$ cat src/rtl/mem_arbiter_pkg.sv
// mem_arbiter_pkg: shared types and constants for the two-master memory arbiter.
//   arb_state_e       - arbiter ownership state (idle, owned by m0, owned by m1)
//   ARB_M0 / ARB_M1   - master identifiers used for last-served tracking
//   MAX_BURST_DEFAULT - default beat cap per ownership when the other master waits
package mem_arbiter_pkg;

    typedef enum logic [1:0] {
        ARB_IDLE = 2'd0,
        ARB_OWN0 = 2'd1,
        ARB_OWN1 = 2'd2
    } arb_state_e;

    localparam logic ARB_M0 = 1'b0;
    localparam logic ARB_M1 = 1'b1;

    localparam int unsigned MAX_BURST_DEFAULT = 4;

endpackage

$ cat src/rtl/mem_arbiter_arb_pick.sv
// arb_pick: combinational winner selection used when the arbiter is idle.
// Configuration macro: ARB_ROUND_ROBIN_EN
//   defined   - a tie goes to the master that was not served last
//   undefined - fixed priority, m0 wins every tie
// Ports:
//   req0, req1   in  bus requests of master 0 / master 1
//   last_served  in  id of the master granted most recently
//   pick_valid   out at least one request is pending
//   pick         out id of the winning master (valid only with pick_valid)
module arb_pick
    import mem_arbiter_pkg::*;
(
    input  logic req0,
    input  logic req1,
    input  logic last_served,
    output logic pick_valid,
    output logic pick
);

`ifndef ARB_ROUND_ROBIN_EN
    // History is irrelevant under fixed priority.
    logic unused_last_served;
    assign unused_last_served = last_served;
`endif

    always_comb begin
        pick_valid = req0 | req1;
        pick       = ARB_M0;
        if (req0 && req1) begin
`ifdef ARB_ROUND_ROBIN_EN
            pick = (last_served == ARB_M0) ? ARB_M1 : ARB_M0;
`else
            pick = ARB_M0;
`endif
        end else if (req1) begin
            pick = ARB_M1;
        end
    end

endmodule

$ cat src/rtl/mem_arbiter.sv
// mem_arbiter: shares one memory/IO bus between the CPU (m0) and a second master (m1).
// Ownership is granted per burst; a burst is cut after MAX_BURST beats if the other
// master is waiting. Read data from the memory is registered and returned with a
// per-master valid one cycle after the read beat.
// Configuration macro: ARB_ROUND_ROBIN_EN (round-robin tie-break; default fixed m0 priority)
// Ports:
//   clk, reset                  clock and asynchronous active-high reset
//   m0_*/m1_* req,addr,wdata,we master requests and beat attributes
//   m0_gnt/m1_gnt               registered grants (one-hot or zero)
//   m0_rvalid/m1_rvalid, rdata  registered read return
//   address, to_memory, write   memory port driven by the current owner
//   from_memory                 memory read data, combinational on address
module mem_arbiter
    import mem_arbiter_pkg::*;
#(
    parameter int unsigned ADDR_W    = 8,
    parameter int unsigned DATA_W    = 8,
    parameter int unsigned MAX_BURST = MAX_BURST_DEFAULT
) (
    input  logic              clk,
    input  logic              reset,
    input  logic              m0_req,
    input  logic [ADDR_W-1:0] m0_addr,
    input  logic [DATA_W-1:0] m0_wdata,
    input  logic              m0_we,
    input  logic              m1_req,
    input  logic [ADDR_W-1:0] m1_addr,
    input  logic [DATA_W-1:0] m1_wdata,
    input  logic              m1_we,
    output logic              m0_gnt,
    output logic              m1_gnt,
    output logic              m0_rvalid,
    output logic              m1_rvalid,
    output logic [DATA_W-1:0] rdata,
    output logic [ADDR_W-1:0] address,
    output logic [DATA_W-1:0] to_memory,
    output logic              write,
    input  logic [DATA_W-1:0] from_memory
);

    // Counter saturates at the last beat index, so 8 bits cover MAX_BURST up to 255.
    localparam logic [7:0] LAST_BEAT = 8'(MAX_BURST - 1);

    arb_state_e        state_q, state_d;
    logic [7:0]        count_q, count_d;
    logic              last_q, last_d;
    logic              rvalid0_q, rvalid1_q;
    logic [DATA_W-1:0] rdata_q;

    logic beat0, beat1;
    logic rd0, rd1;
    logic pick_valid, pick;

    assign m0_gnt = (state_q == ARB_OWN0);
    assign m1_gnt = (state_q == ARB_OWN1);
    assign beat0  = m0_gnt & m0_req;
    assign beat1  = m1_gnt & m1_req;
    assign rd0    = beat0 & ~m0_we;
    assign rd1    = beat1 & ~m1_we;

    arb_pick u_arb_pick (
        .req0        (m0_req),
        .req1        (m1_req),
        .last_served (last_q),
        .pick_valid  (pick_valid),
        .pick        (pick)
    );

    always_comb begin
        state_d = state_q;
        count_d = count_q;
        last_d  = last_q;
        unique case (state_q)
            ARB_IDLE: begin
                count_d = '0;
                if (pick_valid) begin
                    state_d = (pick == ARB_M1) ? ARB_OWN1 : ARB_OWN0;
                    last_d  = pick;
                end
            end
            ARB_OWN0: begin
                if (!m0_req) begin
                    // Release: hand straight over if m1 waits, else go idle.
                    count_d = '0;
                    if (m1_req) begin
                        state_d = ARB_OWN1;
                        last_d  = ARB_M1;
                    end else begin
                        state_d = ARB_IDLE;
                    end
                end else if (count_q == LAST_BEAT && m1_req) begin
                    state_d = ARB_OWN1;
                    last_d  = ARB_M1;
                    count_d = '0;
                end else if (count_q != LAST_BEAT) begin
                    count_d = count_q + 8'd1;
                end
            end
            ARB_OWN1: begin
                if (!m1_req) begin
                    count_d = '0;
                    if (m0_req) begin
                        state_d = ARB_OWN0;
                        last_d  = ARB_M0;
                    end else begin
                        state_d = ARB_IDLE;
                    end
                end else if (count_q == LAST_BEAT && m0_req) begin
                    state_d = ARB_OWN0;
                    last_d  = ARB_M0;
                    count_d = '0;
                end else if (count_q != LAST_BEAT) begin
                    count_d = count_q + 8'd1;
                end
            end
            default: begin
                state_d = ARB_IDLE;
                count_d = '0;
            end
        endcase
    end

    // Memory port follows the owner; an unowned bus drives zeros.
    always_comb begin
        address   = '0;
        to_memory = '0;
        unique case (state_q)
            ARB_OWN0: begin
                address   = m0_addr;
                to_memory = m0_wdata;
            end
            ARB_OWN1: begin
                address   = m1_addr;
                to_memory = m1_wdata;
            end
            default: begin
                address   = '0;
                to_memory = '0;
            end
        endcase
    end

    assign write = (beat0 & m0_we) | (beat1 & m1_we);

    always_ff @(posedge clk or posedge reset) begin
        if (reset) begin
            state_q   <= ARB_IDLE;
            count_q   <= '0;
            last_q    <= ARB_M1;
            rvalid0_q <= 1'b0;
            rvalid1_q <= 1'b0;
            rdata_q   <= '0;
        end else begin
            state_q   <= state_d;
            count_q   <= count_d;
            last_q    <= last_d;
            rvalid0_q <= rd0;
            rvalid1_q <= rd1;
            if (rd0 || rd1) begin
                rdata_q <= from_memory;
            end
        end
    end

    assign m0_rvalid = rvalid0_q;
    assign m1_rvalid = rvalid1_q;
    assign rdata     = rdata_q;

endmodule

$ cat config.mk
export PLATFORM = sky130hd
export DESIGN_NAME = mem_arbiter
export DESIGN_NICKNAME = d
export VERILOG_FILES = /design/src/rtl/mem_arbiter_pkg.sv /design/src/rtl/mem_arbiter_arb_pick.sv /design/src/rtl/mem_arbiter.sv
export SDC_FILE = /design/constraint.sdc
export NUM_CORES = 1
export LEC_CHECK = 0
export CELL_PAD_IN_SITES_DETAIL_PLACEMENT = 1
export CELL_PAD_IN_SITES_GLOBAL_PLACEMENT = 2
export CORE_MARGIN = 1.5
export CORE_UTILIZATION = 21
export DETAILED_ROUTE_END_ITERATION = 8
export PLACE_DENSITY = 0.83
export SETUP_SLACK_MARGIN = 0.05
export SLEW_MARGIN = 40
export SYNTH_ARGS = -nofsm -noshare
export SYNTH_HDL_FRONTEND = slang
export SYNTH_HIERARCHICAL = 1
export SYNTH_SLANG_ARGS = --single-unit
$ cat constraint.sdc
create_clock -name clk -period 2.1 [get_ports clk]
set_input_delay 0.42 -clock clk [delete_from_list [all_inputs] [get_ports clk]]
set_output_delay 0.42 -clock clk [all_outputs]
set_load 0.02 [all_outputs]
==> reports/metrics.cfg <==
[power_and_ir_drop]
vdd_ir_drop_max_uv = 527
powerDensity_mw_per_mm2 = 1120
total_power_w = 0.00235
leakage_nw = 0.949

[cells_and_area]
finish.utilization = 0.385
syn_to_final_growth_pct = 77.4
final_common_cell = clkdlybuf4s50_1
nNetsFinal = 250
fillCellCount = 645
antenna_cells = 0
layout_common_cells = clkdlybuf4s50_1, dfrtp_1, a22o_1
final_layout_size_suffix_gt1_frac = 0.258

[worst_setup_path]
r2r_slack_ns = 0.24
r2r-end = state_q[0]
rr_startpoint = state_q[0]
rr_worst_depth = 8
path_class = flip-flop to output pin
crit_path_start_kind = flip-flop
required_ns = 1.68
crit_path_max_fanout = 8
critical_path_arrival_ns = 1.56
cp-end-kind = output pin

[cts]
clock_sinks = 20
clockBufferDepth = 2
cts_tree = done
clockRootBuffer = clkbuf_8
clk_pin_slew_ns = 0.08
htreeDepth = 1
clk-insertion-delay-late_ns = 0.26
cts-buffers-inserted = 3
hold_buffers = 0

[synth]
postSynthAreaPerCell_sq_um = 10.9
netlist_instances = 109
syn_nets = 160
synth.cell_area_sq_mm = 0.00119
yosysWarnings = 6

[timing]
min_period_over_period = 0.943
fmax_ghz = 0.505
tightestPinTransition_ns = 0.343
drv_slew = 0
post-route-min-period_ns = 1.98
setup-violations-final = 0
hold_viol = 0
rsz0062_at_grt = yes
skew_ns = 0.00257
relSlewSlack = 0.769

[global_routing]
grt_pass1_wl_um = 5900
overflow = 0
grt_usage = 0.121
grt_pass1_vias = 1260
grt_start_max_net_pins = 21
antenna_found_initial = 0

[placement]
io_buffers = 74
dp_hpwl_um = 2860
place_congestion = 0.697

[routing]
drt-initial-drc-count = 29
avgRoutedWirePerCell_um = 13.5
vias = 1192
wl_met3_um = 169
wl_met2_um = 2000
final_antenna_net_count = 0
wl_um = 3650
dr.max_layer_used = met4
via_per_inst = 4.41
wl_met1_um = 1420
drt_pass1_iterations = 4
drc = 0

[floorplan]
row_count = 27
die_x_um = 78.2
start_util = 0.217
die_y_um = 78.2
core_sq_mm = 0.00547
ioPinCount = 75
die-area_sq_mm = 0.00612

[worst_hold_path]
hold_class = primary input to asynchronous set/reset pin

[job]
max-cap-violations = 0

[status]
status = finished, final reports clean

==> worst max-delay path by stage <==
stage,cells past startpoint,end,startpoint
2_1_floorplan,6,address[0],state_q[0]
3_3_place_gp,6,to_memory[1],state_q[0]
3_5_place_dp,6,address[5],state_q[0]
4_1_cts,7,to_memory[5],state_q[0]
5_1_grt,5,to_memory[2],state_q[0]
6_report,5,to_memory[5],state_q[0]
==> state kept, by name (all words and copies together), names as in the netlist <==
| signal | count |
|---|---|
| state_q | 2 |
| m0_rvalid | 1 |
| count_q | 8 |
| rdata | 8 |
| m1_rvalid | 1 |
==> per-layer routing <==
layer | vias up | GRT usage
met5 | - | 0
met4 | 0 | 0.0429
met3 | 6 | 0.0349
met2 | 27 | 0.226
met1 | 583 | 0.129
li1 | 576 | -
==> what timing repair did <==
item / 4_1_cts / 5_1_grt
setup buffers: 0 / 0
setup endpoints to repair: 19 / 17
gates cloned: 0 / 2
resized for setup: 76 / 4
pin swaps: 1 / 1
==> power by group <==
part	switching [W]	internal (W)	total, W
Combinational	0.000751	0.000748	0.00150
Sequential	0.0000600	0.000496	0.000556
Clock	0.000130	0.000167	0.000297
==> critical path, cell delays in order (launching register included) <==
cell     delay (ns)
dfrtp_1        0.39
buf_4          0.15
ha_2           0.20
and2_4         0.17
a22o_1         0.23
buf_2          0.16
==> area by class of cell <==
| class | instances | area, sq um | share of cell area |
|---|---|---|---|
| timing repair buffer | 87 | 757 | 0.359 |
| tap | 72 | 90.1 | 0.0427 |
| inverter | 3 | 11.3 | 0.00534 |
| multi-input combinational | 84 | 694 | 0.329 |
| clock buffer | 4 | 55.1 | 0.0261 |
| sequential | 20 | 500 | 0.237 |
==> through the flow <==
step	hold WS [ns]	area [sq um]	instances	setup TNS (ns)	setup slack (ns)
global route	0.507	2110	270	0	0.0457
finish	0.481	2110	270	0	0.120
detailed placement	0.478	2130	266	-2.38	-0.154
floorplan	0.384	1190	109	0	0.0672
CTS	0.489	2110	269	0	0.0568
global placement	0.465	2130	266	-1.61	-0.109
Note: power is estimated with default switching activity, not from simulation.
